**src/rtl/quality_sort_ctrl.sv**
```systemverilog
// Three-test quality grader with per-batch tallies.
// Also raises a sticky alarm on a run of consecutive rejects.
module quality_sort_ctrl #(
   parameter int BATCH   = 10,
   parameter int REJ_LIM = 3,
   parameter int CNT_W   = 8
) (
   input  logic             clk,
   input  logic             rst_n,
   input  logic             start,
   input  logic             item_valid,
   output logic             item_ready,
   input  logic             a,
   input  logic             b,
   input  logic             c,
   output logic             grade_valid,
   output logic [1:0]       grade,
   output logic [CNT_W-1:0] cnt_g1,
   output logic [CNT_W-1:0] cnt_g2,
   output logic [CNT_W-1:0] cnt_g3,
   output logic [CNT_W-1:0] cnt_rej,
   output logic             busy,
   output logic             batch_done,
   output logic             alarm
);

   typedef enum logic [1:0] {
      IDLE,
      ACCEPT,
      GRADE,
      DONE
   } state_t;

   state_t     state;
   state_t     state_nxt;
   logic       hs;
   logic [1:0] grade_d;
   logic [7:0] item_cnt;
   logic [7:0] streak;
   logic [7:0] streak_inc;
   logic       last_item;

   function automatic logic [CNT_W-1:0] sat_inc(
      input logic [CNT_W-1:0] v
   );
      return (&v) ? v : v + CNT_W'(1);
   endfunction

   assign hs         = item_valid & item_ready;
   assign last_item  = (item_cnt == 8'(BATCH));
   assign streak_inc = (&streak) ? streak : streak + 8'd1;

   // Terms are made disjoint so the priority order needs no chain.
   always_comb begin
      grade_d = 2'b00;
      unique case (1'b1)
         (a & b & c):  grade_d = 2'b11;
         (a & (b ^ c)): grade_d = 2'b10;
         (~a & b & c): grade_d = 2'b01;
         default:      grade_d = 2'b00;
      endcase
   end

   always_ff @(posedge clk or negedge rst_n) begin
      if (!rst_n) state <= IDLE;
      else        state <= state_nxt;
   end

   always_comb begin
      state_nxt = state;
      unique case (state)
         IDLE:    if (start) state_nxt = ACCEPT;
         ACCEPT:  if (hs) state_nxt = GRADE;
         GRADE:   state_nxt = last_item ? DONE : ACCEPT;
         DONE:    state_nxt = IDLE;
         default: state_nxt = IDLE;
      endcase
   end

   always_comb begin
      item_ready  = (state == ACCEPT);
      grade_valid = (state == GRADE);
      busy        = (state != IDLE);
      batch_done  = (state == DONE);
   end

   always_ff @(posedge clk or negedge rst_n) begin
      if (!rst_n) begin
         grade    <= 2'b00;
         item_cnt <= '0;
         streak   <= '0;
         alarm    <= 1'b0;
         cnt_g1   <= '0;
         cnt_g2   <= '0;
         cnt_g3   <= '0;
         cnt_rej  <= '0;
      end else begin
         unique case (state)
            IDLE: begin
               if (start) begin
                  item_cnt <= '0;
                  streak   <= '0;
                  alarm    <= 1'b0;
                  cnt_g1   <= '0;
                  cnt_g2   <= '0;
                  cnt_g3   <= '0;
                  cnt_rej  <= '0;
               end
            end
            ACCEPT: begin
               if (hs) begin
                  grade    <= grade_d;
                  item_cnt <= item_cnt + 8'd1;
               end
            end
            GRADE: begin
               unique case (grade)
                  2'b11: begin
                     cnt_g1 <= sat_inc(cnt_g1);
                     streak <= '0;
                  end
                  2'b10: begin
                     cnt_g2 <= sat_inc(cnt_g2);
                     streak <= '0;
                  end
                  2'b01: begin
                     cnt_g3 <= sat_inc(cnt_g3);
                     streak <= '0;
                  end
                  default: begin
                     cnt_rej <= sat_inc(cnt_rej);
                     streak  <= streak_inc;
                     if (streak_inc >= 8'(REJ_LIM))
                        alarm <= 1'b1;
                  end
               endcase
            end
            default: ;
         endcase
      end
   end

endmodule

```
**config.mk**
```make
export PLATFORM = sky130hd
export DESIGN_NAME = quality_sort_ctrl
export DESIGN_NICKNAME = d
export VERILOG_FILES = /design/src/rtl/quality_sort_ctrl.sv
export SDC_FILE = /design/constraint.sdc
export NUM_CORES = 1
export LEC_CHECK = 0
export BUFFER_PORTS_ARGS = -buffer_cell sky130_fd_sc_hd__buf_2
export CORE_MARGIN = 1.5
export CORE_UTILIZATION = 55
export DETAILED_ROUTE_END_ITERATION = 8
export PLACE_DENSITY = 0.87
export REMOVE_ABC_BUFFERS = 1
export SLEW_MARGIN = 20
export SYNTH_ARGS = -nofsm -noshare
export SYNTH_HDL_FRONTEND = slang
export SYNTH_SLANG_ARGS = --single-unit
```
**constraint.sdc**
```tcl
create_clock -name clk -period 4.05 [get_ports clk]
set_clock_uncertainty 0.1 [all_clocks]
set_input_delay 0.81 -clock clk [delete_from_list [all_inputs] [get_ports clk]]
set_output_delay 0.81 -clock clk [all_outputs]
set_load 0.02 [all_outputs]
```
[Word-level counts from Yosys, hierarchy flattened]
Cells that the tools add are included.
Word-level totals
  flip-flop bits (word level): 53
  input bits: 7
  output and inout bits: 39
  word-level logic and storage cells: 88
Operators by class
  $add $sub $neg: 6
  $lt $le $gt $ge: 1
  equality and inequality tests: 18
  muxes and demuxes: 27
  bitwise gates (word level): 8
  reduce and logical (&&, ||, !) cells: 19
Operators with widths (count)
  8-bit two-way mux: 12
  8-bit one-hot mux with 2 select lines: 6
  8-bit by 1-bit adder with 8-bit output, second input constant: 6
  8-bit AND reduction: 5
  4-bit AND reduction: 5
  2-bit inequality test, second input constant: 6
  2-bit by 1-bit inequality test with 1-bit output, second input constant: 5
  2-bit == test, second input constant: 4
  8-bit by 4-bit == test with 1-bit output, second input constant: 1
  8-bit by 2-bit greater-or-equal comparator with 1-bit output, second input constant: 1
  2-bit one-hot mux with 4 select lines: 1
  1-bit bitwise AND: 6
  2-bit two-way mux: 3
  2-bit one-hot mux with 3 select lines: 1
  2-bit AND reduction: 3
  2-bit nonzero test: 3
  2-bit by 1-bit == test with 1-bit output, second input constant: 2
  1-bit two-way mux: 3
  3-bit AND reduction: 1
  3-bit OR reduction: 1
  2-bit logical NOT: 1
  1-bit one-hot mux with 2 select lines: 1
  1-bit NOT: 1
  1-bit XOR: 1

[Logic depth before layout (Yosys ltp)]
Gate-level depths: netlist (run 1).
  depth in word-level cells: 6
  mapped depth: 8
  mapped depth without buffers: 6

[Worst setup path before layout (run 1)]
No wires, ideal clock.
  path kind: input-to-reg
  start: input port start
  end: register cnt_rej[7]
  arrival: 1743 ps
  data required time: 3831 ps
  slack: 2088 ps
  cell stages on the path: 5
  cell sequence: and2b_1 > o21bai_1 > nor4_2 > and4_1 > o21a_1
Between the ends
  cells in the longest elaborated chain, start to end: 2
RTL lines
  start: declaration: line 10  | input logic start,
  2-bit inequality test (no source line)
  4-bit AND reduction (no source line)
  end signal: assignment: line 131  | cnt_rej <= sat_inc(cnt_rej);
  end: declaration: line 21  | output logic [CNT_W-1:0] cnt_rej,
No other way between the ends.
A chain may end at the register's enable or synchronous reset.

[Final worst setup path (run 1)]
  start: register state[0]
  end: output port grade_valid
Between the ends
  cells in the longest elaborated chain, start to end: 1
RTL lines
  start: declaration: line 34  | state_t state;
  start signal: assignment: line 66  | else state <= state_nxt;
  2-bit == test: line 82  | grade_valid = (state == GRADE);
  end: declaration: line 16  | output logic grade_valid,
No other way between the ends.

==> qor.csv, run 1 <==
stage,metric,value,unit
place,count of placed standard cells including taps,416,
setup_path,Worst EP arrival,1.56,ns
floorplan,Floorplan Core Area,0.00507,mm^2
timing,maximum frequency from static timing analysis,0.404,GHz
yosys,xor and xnor area share after synthesis,5.19,%
detailed_routing,number of DRC markers in iteration 0,118,
place,Final HPWL DP,4.51,mm
final_layout,area growth from synthesis to final layout,11.9,%
yosys,Synth Flop Type,dfrtp_1,
grt,GRT Residual Overflow,0,
floorplan,die height,75.2,um
grt,largest net degree at the start of global routing,35,
final_layout,area used by sequential logic in the layout,0.00133,mm^2
setup_path,cell with the biggest individual delay on the critical path,dfrtp_1,
detailed_routing,count of TritonRoute iterations in the first routing pass,4,
yosys,adder and majority gate portion of the synthesized area,3.05,%
yosys,compound-gate portion of the synthesized area,16.1,%
setup_path,max incr delay on CP,0.50,ns
final_layout,diodes inserted,0,
place,number of I/O port buffers,45,
timing,Final Hold Vio Count,0,
grt,routing usage on met3,4.55,%
yosys,Synth area leader,dfrtp_1,
yosys,count of yosys warnings during synthesis,0,
clock_tree,"Clk Latency, worst-skew pair",0.30,ns
yosys,mean instance size in the synthesized netlist,9.17,um^2
clock_tree,H-Tree Level Count,2,
pwr,Pleak,0.00148,uW
clock_tree,buffers inserted during post-CTS setup optimization,0,
yosys,cells after synthesis,313,
yosys,main combinational cell family by area after synthesis,simple AND/OR/NAND/NOR gates,
clock_tree,Inserted Clock Buffers,5,
yosys,count of flip-flops with a built-in enable after synthesis,0,
detailed_routing,ratio of routed vias to standard cells,5.88,
timing,unrepaired setup endpoints after global routing,no,
detailed_routing,Avg WL per Cell,14.5,um
final_layout,nets@finish,367,
hold_path,class of the tightest hold or removal check,flip-flop to flip-flop,
setup_path,highest net fanout along the worst path,13,
clock_tree,clk buf depth,2,
clock_tree,hold_buf cts,0,
timing,setup total negative slack,0,ns
yosys,cell types occupying the most area after synthesis,"dfrtp_1 (46%), nand3_1 (5.1%), o21ai_0 (4.9%)",
setup_path,element type at the critical path end,primary output,
grt,GRT Util Overall,23.3,%
final_layout,fraction of final layout cells with drive strength greater than 1,20.1,%
floorplan,width of the die,75.2,um
clock_tree,total clock sinks,53,
final_layout,multi-input logic area,0.00142,mm^2
yosys,fraction of synthesized area in multiplexers,0,%
grt,number of antenna violations at the first check in global routing,0,
setup_path,Worst Path Required,3.14,ns
yosys,count of state elements after synthesis,53,
clock_tree,CTS tree,built,
detailed_routing,remaining design rule violation count,0,
final_layout,cell area after layout,0.00321,mm^2
floorplan,I/O pin count,46,
pwr,maximum VDD drop,0.267,mV
clock_tree,CTS-repair resized insts,0,
final_layout,number of inserted filler cells in the final layout,436,
detailed_routing,final WL,6.15,mm
clock_tree,Root Driver,clkbuf_8,
yosys,"Cell Area, Synth",0.00287,mm^2
grt,grt peak-use layer,met2,
timing,Final Max Slew Viols,0,
timing,final critical path time including I/O delays and setup,2.47,ns
setup_path,list of cells traversed by the critical path,"nand2b_1, inv_4, buf_2",
setup_path,start-to-end type of the worst setup path,flip-flop to primary output,
place,routability-driven placement congestion ratio,0.921,
pwr,power density of the placed cells,429,mW/mm^2
floorplan,Cell Rows,26,
yosys,Synth async-reset ratio,100,%
final_layout,count of non-filler cells in the finished layout,424,
timing,final setup vio count,0,
grt,via count of the first global-routing pass,2260,
detailed_routing,Routed Antenna Nets,0,
grt,met2 Use GR,41.5,%
floorplan,Starting Density,56.5,%
yosys,count of distinct cell types in the synthesized netlist,51,
setup_path,CP Launch Type,flip-flop,
flow_run,Maximum Capacitance Violations,0,
timing,transition time of the tightest slew-check pin,0.746,ns
yosys,area share of the largest cell type after synthesis,46.2,%
floorplan,Die ar.,0.00566,mm^2
grt,wire length of the first global-routing pass,10.1,mm
grt,met1 layer usage reported by global route,28.7,%
place,area of placed instances,0.00312,mm^2
timing,ratio of final minimum period to clock period,61.1,%
clock_tree,clock edge transition at the registers on the reported setup and hold paths,0.09,ns
yosys,Synth Area in Simple Gates,24.9,%
status,run status,completed,
timing,hold slack,0.440,ns
timing,worst slew margin relative to its limit,50.3,%
yosys,register area share after synthesis,46.2,%
detailed_routing,count of vias placed by the detailed router,2495,
-- where the power goes --
group | internal, uW | leakage, uW | switching [uW] | total (uW)
clock network | 120 | 0.0000450 | 168 | 288
registers | 583 | 0.000731 | 96.7 | 680
logic | 136 | 0.000701 | 275 | 411
total | 839 | 0.00148 | 540 | 1380
-- flip-flops by register name (all words and copies together) (netlist names) --
| name | cells |
|---|---|
| cnt_g2 | 8 |
| cnt_g1 | 8 |
| alarm | 1 |
| cnt_g3 | 8 |
| cnt_rej | 8 |
| item_cnt | 8 |
| streak | 8 |
| grade | 2 |
| state | 2 |
-- layer usage --
| metal | up-vias | wire length [um] | part of all wire (%) |
|---|---|---|---|
| met2 | 62 | 3150 | 51 |
| met3 | 11 | 203 | 3.3 |
| li1 | 1197 | - | - |
| met5 | - | 0 | 0 |
| met4 | 0 | 109 | 1.8 |
| met1 | 1225 | 2690 | 44 |
-- cells in the mapped netlist, drive strengths merged (10+ instances only) --
master and instances:
o21ai 29, nor2 36, nand2 27, nand3 29, dfrtp 53, nor3 10
inv 13, a21oi 13, xnor2 12
-- cell usage in the layout (no fill, tap or decap), types with 4 or more instances in the layout --
cell	count
dfrtp_1	53
buf_2	45
nor2_1	36
nand3_1	29
o21ai_0	28
nand2_1	27
inv_1	12
a21oi_1	12
xnor2_1	12
nor3_1	7
nand4_1	7
ha_1	7
o31ai_1	6
xor2_1	5
o211ai_1	5
or3_1	5
clkbuf_8	5
or2_2	4
a32o_1	4
-- logic make-up after synthesis --
| kind of cell | after synthesis |
|---|---|
| AOI/OAI and AO/OA | 70 |
| and+or+nand+nor | 139 |
| buffers and inverters | 27 |
| adders and majority gates | 7 |
| DFF | 53 |
| xor gates and xnor gates | 17 |
-- critical path: cells and delay by family, from the launching register on --
family / cells / cell delay, ns
and+or+nand+nor: 1 / 0.37
DFF: 1 / 0.50
buffers and inverters: 2 / 0.38
-- path summary, 6_finish.rpt --
kind                                start          end  slack, ns  cells after the start
worst max-delay path             state[0]  grade_valid       1.58                      3
worst min-delay path            cnt_g1[2]    cnt_g1[2]       0.44                      1
worst max register to register   state[0]    cnt_g2[7]       1.80                      6
worst min register to register  cnt_g1[2]    cnt_g1[2]       0.44                      1
max in group asynchronous           rst_n  item_cnt[6]       2.64                      2
min in group asynchronous           rst_n    cnt_g1[3]       0.46                      1
-- through the flow --
| stage | util [%] | power (uW) | setup WS [ns] |
|---|---|---|---|
| after floorplan | - | 940 | 1.80 |
| after CTS | 63.2 | 1380 | 1.60 |
| after global placement | 61.6 | 1070 | 1.71 |
| after detailed placement | 61.6 | 1100 | 1.64 |
| final | 63.3 | 1380 | 1.58 |
| after global routing | 63.3 | 1460 | 1.48 |
-- cell type report --
type / count / share of cell area [%]
Clock buffer: 6 / 2.26
Clock inverter: 2 / 0.312
Inverter: 13 / 1.60
Multi-Input combinational cell: 233 / 44.3
Sequential cell: 53 / 41.3
Tap cell: 70 / 2.73
Timing Repair Buffer: 47 / 7.48
(Power assumes the default switching activity.)
==> run 2, diff against run 1 <==
ABC_AREA = 1   (was default)
clock period = 2.43 ns   (was 4.05 ns; I/O delays follow)
==> run 2 against run 1 <==
Sequential power increased by 63%. Non-clock buffer count increased by 1. Clock power increased by 71%. Critical endpoint unchanged. Largest power group unchanged. Via count increased by 6.9%. Highest routed layer unchanged. Sequential share of layout area decreased by 1.5 points. Hold slack got worse by 0.39 ns. Die area increased by 1.7%. Global-route usage increased by 0.99 points.
==> qor.csv, run 2 <==
stage,metric,value,unit
yosys,"count leader, synth",nand2_1,
clock_tree,total clock sinks,53,
yosys,area share of the largest cell type after synthesis,45.4,%
setup_path,crit-path leading delay family,buffers and inverters,
pwr,switching power of the nets,1030,uW
clock_tree,"Clk Latency, worst-skew pair",0.31,ns
pwr,maximum VDD drop,0.315,mV
detailed_routing,final WL,6.40,mm
grt,GRT Util Overall,24.3,%
floorplan,I/O pin count,46,
pwr,power density of the placed cells,743,mW/mm^2
detailed_routing,remaining design rule violation count,0,
clock_tree,buffers inserted during post-CTS setup optimization,0,
timing,Final Hold Vio Count,0,
yosys,cell types occupying the most area after synthesis,"dfrtp_1 (45%), nand2_1 (10%), inv_1 (5.7%)",
final_layout,most used cells in the layout excluding fill and tap cells,"nand2_1 (79), dfrtp_1 (53), buf_2 (45), inv_1 (44), nor2_1 (37)",
floorplan,die height,75.9,um
clock_tree,Inserted Clock Buffers,5,
yosys,Synth Area in Simple Gates,28.5,%
detailed_routing,number of DRC markers in iteration 0,224,
timing,transition time of the tightest slew-check pin,0.552,ns
place,Final HPWL DP,4.74,mm
floorplan,width of the die,75.9,um
timing,unrepaired setup endpoints after global routing,no,
final_layout,fraction of final layout cells with drive strength greater than 1,19.1,%
yosys,Synth async-reset ratio,100,%
timing,Final Max Slew Viols,0,
yosys,count of distinct cell types in the synthesized netlist,32,
detailed_routing,ratio of routed vias to standard cells,5.46,
timing,final critical path time including I/O delays and setup,2.18,ns
setup_path,start-to-end type of the worst setup path,flip-flop to primary output,
final_layout,"leading cell type in the layout, fill and taps excluded",nand2_1,
yosys,count of flip-flops with a built-in enable after synthesis,0,
yosys,fraction of synthesized area in multiplexers,0,%
final_layout,diodes inserted,0,
clock_tree,clk buf depth,2,
grt,number of antenna violations at the first check in global routing,0,
pwr,Pleak,0.00169,uW
floorplan,Starting Density,57.2,%
place,number of I/O port buffers,45,
final_layout,number of inserted filler cells in the final layout,453,
clock_tree,CTS-repair resized insts,0,
clock_tree,H-Tree Level Count,2,
yosys,adder and majority gate portion of the synthesized area,3.00,%
flow_run,Maximum Capacitance Violations,0,
yosys,mean instance size in the synthesized netlist,7.94,um^2
yosys,top cells by instance count after synthesis,"nand2_1 (79), dfrtp_1 (53), inv_1 (44), nor2_1 (37), nand3_1 (28)",
yosys,"Cell Area, Synth",0.00292,mm^2
pwr,combinational power share,35.3,%
final_layout,area growth from synthesis to final layout,14.0,%
pwr,switching share of total power,41.7,%
yosys,count of state elements after synthesis,53,
setup_path,CP Launch Type,flip-flop,
pwr,share of power burned in the clock network,19.9,%
floorplan,Floorplan Core Area,0.00511,mm^2
grt,largest net degree at the start of global routing,32,
timing,maximum frequency from static timing analysis,0.459,GHz
floorplan,Die ar.,0.00576,mm^2
yosys,Synth area leader,dfrtp_1,
pwr,P_int,1440,uW
pwr,total power of the final layout,2470,uW
floorplan,Cell Rows,26,
clock_tree,hold_buf cts,0,
place,routability-driven placement congestion ratio,0.948,
pwr,sequential share of power,44.7,%
clock_tree,Root Driver,clkbuf_8,
setup_path,Worst Path Required,1.84,ns
timing,worst slew margin relative to its limit,63.2,%
setup_path,list of cells traversed by the critical path,"inv_2, nand2_2, inv_1, buf_2",
setup_path,cell with the biggest individual delay on the critical path,dfrtp_1,
setup_path,worst-case register-to-register setup slack,0.50,ns
setup_path,max incr delay on CP,0.40,ns
clock_tree,clock edge transition at the registers on the reported setup and hold paths,0.10,ns
yosys,compound-gate portion of the synthesized area,12.7,%
clock_tree,CTS tree,built,
grt,wire length of the first global-routing pass,10.5,mm
setup_path,highest net fanout along the worst path,14,
yosys,Synth Flop Type,dfrtp_1,
timing,setup total negative slack,0,ns
yosys,count of yosys warnings during synthesis,0,
detailed_routing,Routed Antenna Nets,0,
detailed_routing,Avg WL per Cell,13.1,um
final_layout,nets@finish,433,
setup_path,Worst EP arrival,1.59,ns
timing,final setup vio count,0,
yosys,xor and xnor area share after synthesis,3.00,%
hold_path,class of the tightest hold or removal check,input port to asynchronous set/reset pin,
yosys,main combinational cell family by area after synthesis,simple AND/OR/NAND/NOR gates,
grt,GRT Residual Overflow,0,
yosys,register area share after synthesis,45.4,%
setup_path,element type at the critical path end,primary output,
timing,ratio of final minimum period to clock period,89.6,%
detailed_routing,count of vias placed by the detailed router,2668,
detailed_routing,count of TritonRoute iterations in the first routing pass,5,
yosys,cells after synthesis,368,
status,run status,completed,
setup_path,buffers and inverters on the worst path,3,
grt,via count of the first global-routing pass,2447,
run 2: changes by cell type after synthesis, sizes merged, moves of 5 or more:
cell,before,now
o211ai,6,1
or3,5,0
inv,13,51
xnor2,12,4
nand2,27,85
nor4,5,0
clkbuf,7,0
nor2,36,43
a21oi,13,25
run 2: cell families (layout without fill, tap and decap cells):
logic type,count (synthesis),after routing
simple gates,176,176
compound gates,66,66
flops,53,53
xor+xnor,10,10
buf+inv,56,107
fa+ha+maj,7,7
run 2: per-stage QoR:
stage / hold slack (ns) / worst slack [ns] / area [um^2] / util, % / instances
2_1_floorplan: 0.0904 / 0.625 / 2900 / - / 364
3_3_place_gp: 0.373 / 0.622 / 3250 / 63.6 / 482
3_5_place_dp: 0.375 / 0.538 / 3250 / 63.6 / 482
4_1_cts: 0.0755 / 0.253 / 3330 / 65.2 / 489
5_1_grt: 0.0941 / 0.151 / 3330 / 65.2 / 489
6_report: 0.0513 / 0.252 / 3330 / 65.2 / 489
run 2: worst reg2reg max path, stage by stage (launching register included):
cell and delay (ns):
dfrtp_1 0.43, ha_1 0.23, nand3_1 0.12, nor2_1 0.08, a31oi_1 0.22, nand2_1 0.13
nand2_1 0.19, inv_1 0.13, a21oi_1 0.14, nor2_1 0.06
run 2: per-layer routing:
layer	global-route usage, %	wire length, um	share of wire, %	vias up
met5	0	0	0	-
met4	12.9	174	2.7	0
met3	6.61	385	6.0	21
met2	38.8	3090	48	90
met1	30.1	2750	43	1250
li1	-	-	-	1307
run 2: path summary, 6_finish.rpt:
path                             from          end  cells past startpoint
hold reg to reg                 alarm        alarm                      2
setup reg to reg            cnt_g2[0]    cnt_g2[6]                      9
setup / recovery             state[0]  grade_valid                      4
hold / removal                  rst_n    cnt_g3[2]                      1
max in group asynchronous       rst_n    cnt_g1[5]                      2
min in group clk           item_valid     state[0]                      2
run 2: layout make-up:
cell class / count / area [um^2] / area share (%)
clock buffer: 6 / 72.6 / 2.18
multi-input combinational: 259 / 1380 / 41.4
clock inverter: 1 / 8.76 / 0.263
inverter: 52 / 196 / 5.90
tap: 70 / 87.6 / 2.63
timing repair buffer: 48 / 260 / 7.82
sequential: 53 / 1330 / 39.8
run 2: power groups by stage:
stage	logic [uW]	registers, uW	clock network [uW]
2_1_floorplan	537	1180	0
3_3_place_gp	848	1120	0
3_5_place_dp	867	1130	0
4_1_cts	876	1110	500
5_1_grt	979	1120	534
6_report	874	1110	492
==> run 3, diff against run 2 <==
CORE_MARGIN = default   (was 1.5)
CORE_UTILIZATION = 51   (was 55)
PLACE_DENSITY = 0.85   (was 0.87)
clock period = 2 ns   (was 2.43 ns; I/O delays follow)
==> run 3 against run 2 <==
Non-clock buffer count grew 12. Clock power increased by 21%. Hold slack improved by 0.13 ns. Total power rose by 26%. Via count increased by 1.9%. Largest power group unchanged.
==> qor.csv, run 3 (synthesized netlist as in run 2, its figures left out) <==
stage,metric,value,unit
setup_path,start-to-end type of the worst setup path,flip-flop to primary output,
setup_path,max incr delay on CP,0.43,ns
setup_path,Worst Path Required,1.50,ns
detailed_routing,count of vias placed by the detailed router,2719,
place,area of placed instances,0.00328,mm^2
timing,setup total negative slack,0,ns
timing,Final Hold Vio Count,0,
floorplan,Cell Rows,27,
clock_tree,Root Driver,clkbuf_8,
setup_path,CP Launch Type,flip-flop,
timing,final setup vio count,0,
setup_path,worst-case register-to-register setup slack,0.14,ns
pwr,Pleak,0.00175,uW
place,count of placed standard cells including taps,488,
clock_tree,clock edge transition at the registers on the reported setup and hold paths,0.09,ns
timing,transition time of the tightest slew-check pin,0.408,ns
pwr,total power of the final layout,3130,uW
flow_run,Maximum Capacitance Violations,0,
place,Final HPWL DP,4.77,mm
setup_path,cell with the biggest individual delay on the critical path,dfrtp_1,
detailed_routing,Routed Antenna Nets,0,
final_layout,fraction of final layout cells with drive strength greater than 1,22.2,%
hold_path,class of the tightest hold or removal check,input port to flip-flop,
final_layout,number of inserted filler cells in the final layout,484,
final_layout,most used cells in the layout excluding fill and tap cells,"nand2_1 (78), dfrtp_1 (53), buf_2 (45), inv_1 (43), nor2_1 (37)",
detailed_routing,final WL,6.58,mm
timing,maximum frequency from static timing analysis,0.520,GHz
setup_path,Worst EP arrival,1.42,ns
detailed_routing,Avg WL per Cell,13.0,um
detailed_routing,ratio of routed vias to standard cells,5.39,
final_layout,count of non-filler cells in the finished layout,504,
clock_tree,Inserted Clock Buffers,5,
floorplan,width of the die,77.7,um
floorplan,I/O pin count,46,
grt,number of antenna violations at the first check in global routing,0,
floorplan,Starting Density,53.0,%
floorplan,Die ar.,0.00603,mm^2
detailed_routing,count of TritonRoute iterations in the first routing pass,5,
pwr,power density of the placed cells,908,mW/mm^2
detailed_routing,number of DRC markers in iteration 0,190,
timing,setup slack of the critical path after layout,0.0755,ns
clock_tree,CTS tree,built,
grt,GRT Util Overall,22.8,%
timing,final critical path time including I/O delays and setup,1.92,ns
final_layout,nets@finish,445,
timing,worst slew margin relative to its limit,72.8,%
setup_path,element type at the critical path end,primary output,
pwr,maximum VDD drop,0.512,mV
final_layout,area growth from synthesis to final layout,17.9,%
clock_tree,H-Tree Level Count,2,
place,number of I/O port buffers,45,
grt,GRT Residual Overflow,0,
status,run status,completed,
grt,largest net degree at the start of global routing,39,
setup_path,list of cells traversed by the critical path,"nand2_2, clkinvlp_4, buf_2",
timing,Final Max Slew Viols,0,
timing,ratio of final minimum period to clock period,96.2,%
clock_tree,total clock sinks,53,
final_layout,cell area after layout,0.00344,mm^2
floorplan,Floorplan Core Area,0.00551,mm^2
place,routability-driven placement congestion ratio,0.954,
clock_tree,"Clk Latency, worst-skew pair",0.31,ns
clock_tree,clk buf depth,2,
grt,via count of the first global-routing pass,2497,
place,setup slack at placement,0.141,ns
final_layout,diodes inserted,0,
final_layout,"leading cell type in the layout, fill and taps excluded",nand2_1,
floorplan,die height,77.7,um
grt,wire length of the first global-routing pass,10.9,mm
setup_path,highest net fanout along the worst path,8,
detailed_routing,remaining design rule violation count,0,
run 3: cell types whose count changed in the layout (fill, tap and decap cells not counted), sizes merged:
cell,before,now
buf,48,59
clkinvlp,0,2
clkbuf,6,5
clkinv,2,3
dlygate4sd3,0,1
inv,51,50
run 3: critical path, delay by kind of cell, from the launching register on:
kind | cells | cell delay (ns)
buffers and inverters | 2 | 0.43
and+or+nand+nor | 1 | 0.24
DFF | 1 | 0.43
run 3: per-stage QoR:
| stage | hold slack [ns] | utilization [%] |
|---|---|---|
| CTS | 0.172 | 61.3 |
| finish | 0.181 | 62.5 |
| global placement | 0.249 | 59.6 |
| detailed placement | 0.253 | 59.6 |
| floorplan | 0.00441 | - |
| global route | 0.172 | 62.5 |
run 3: report_power, final:
part	switching (uW)	internal (uW)	total [uW]
clock network	351	242	593
logic	798	387	1190
registers	150	1200	1350
total	1300	1830	3130
run 3: layout make-up:
type                       count  area [um^2]  area share, %
multi-input combinational    259         1390           40.3
sequential                    53         1330           38.5
timing repair buffer          60          353           10.3
inverter                      52          200           5.82
tap                           72         90.1           2.62
clock buffer                   5         68.8           2.00
clock inverter                 3         17.5          0.509
run 3: repair_timing:
action                     CTS  global route
buffers inserted             0             7
hold buffers                 1             0
hold endpoints to repair    15             0
setup endpoints to repair    0             8
gates resized for setup      0             3
run 3: worst paths after layout:
path                            startpoint     endpoint  cells after the start
worst min register to register       alarm        alarm                      2
worst max register to register   cnt_g2[0]    cnt_g2[6]                      9
min in group asynchronous            rst_n     state[1]                      2
worst min-delay path            item_valid     state[0]                      2
max in group asynchronous            rst_n    cnt_g2[7]                      3
worst max-delay path              state[1]  grade_valid                      3
run 3: layer usage:
| metal | vias up | track usage [%] | share of wire, % | routed length [um] |
|---|---|---|---|---|
| li1 | 1328 | - | - | - |
| met1 | 1291 | 29.5 | 44 | 2880 |
| met2 | 88 | 38.1 | 49 | 3190 |
| met3 | 12 | 4.59 | 6.0 | 397 |
| met4 | 0 | 7.92 | 1.7 | 109 |
| met5 | - | 0 | 0 | 0 |
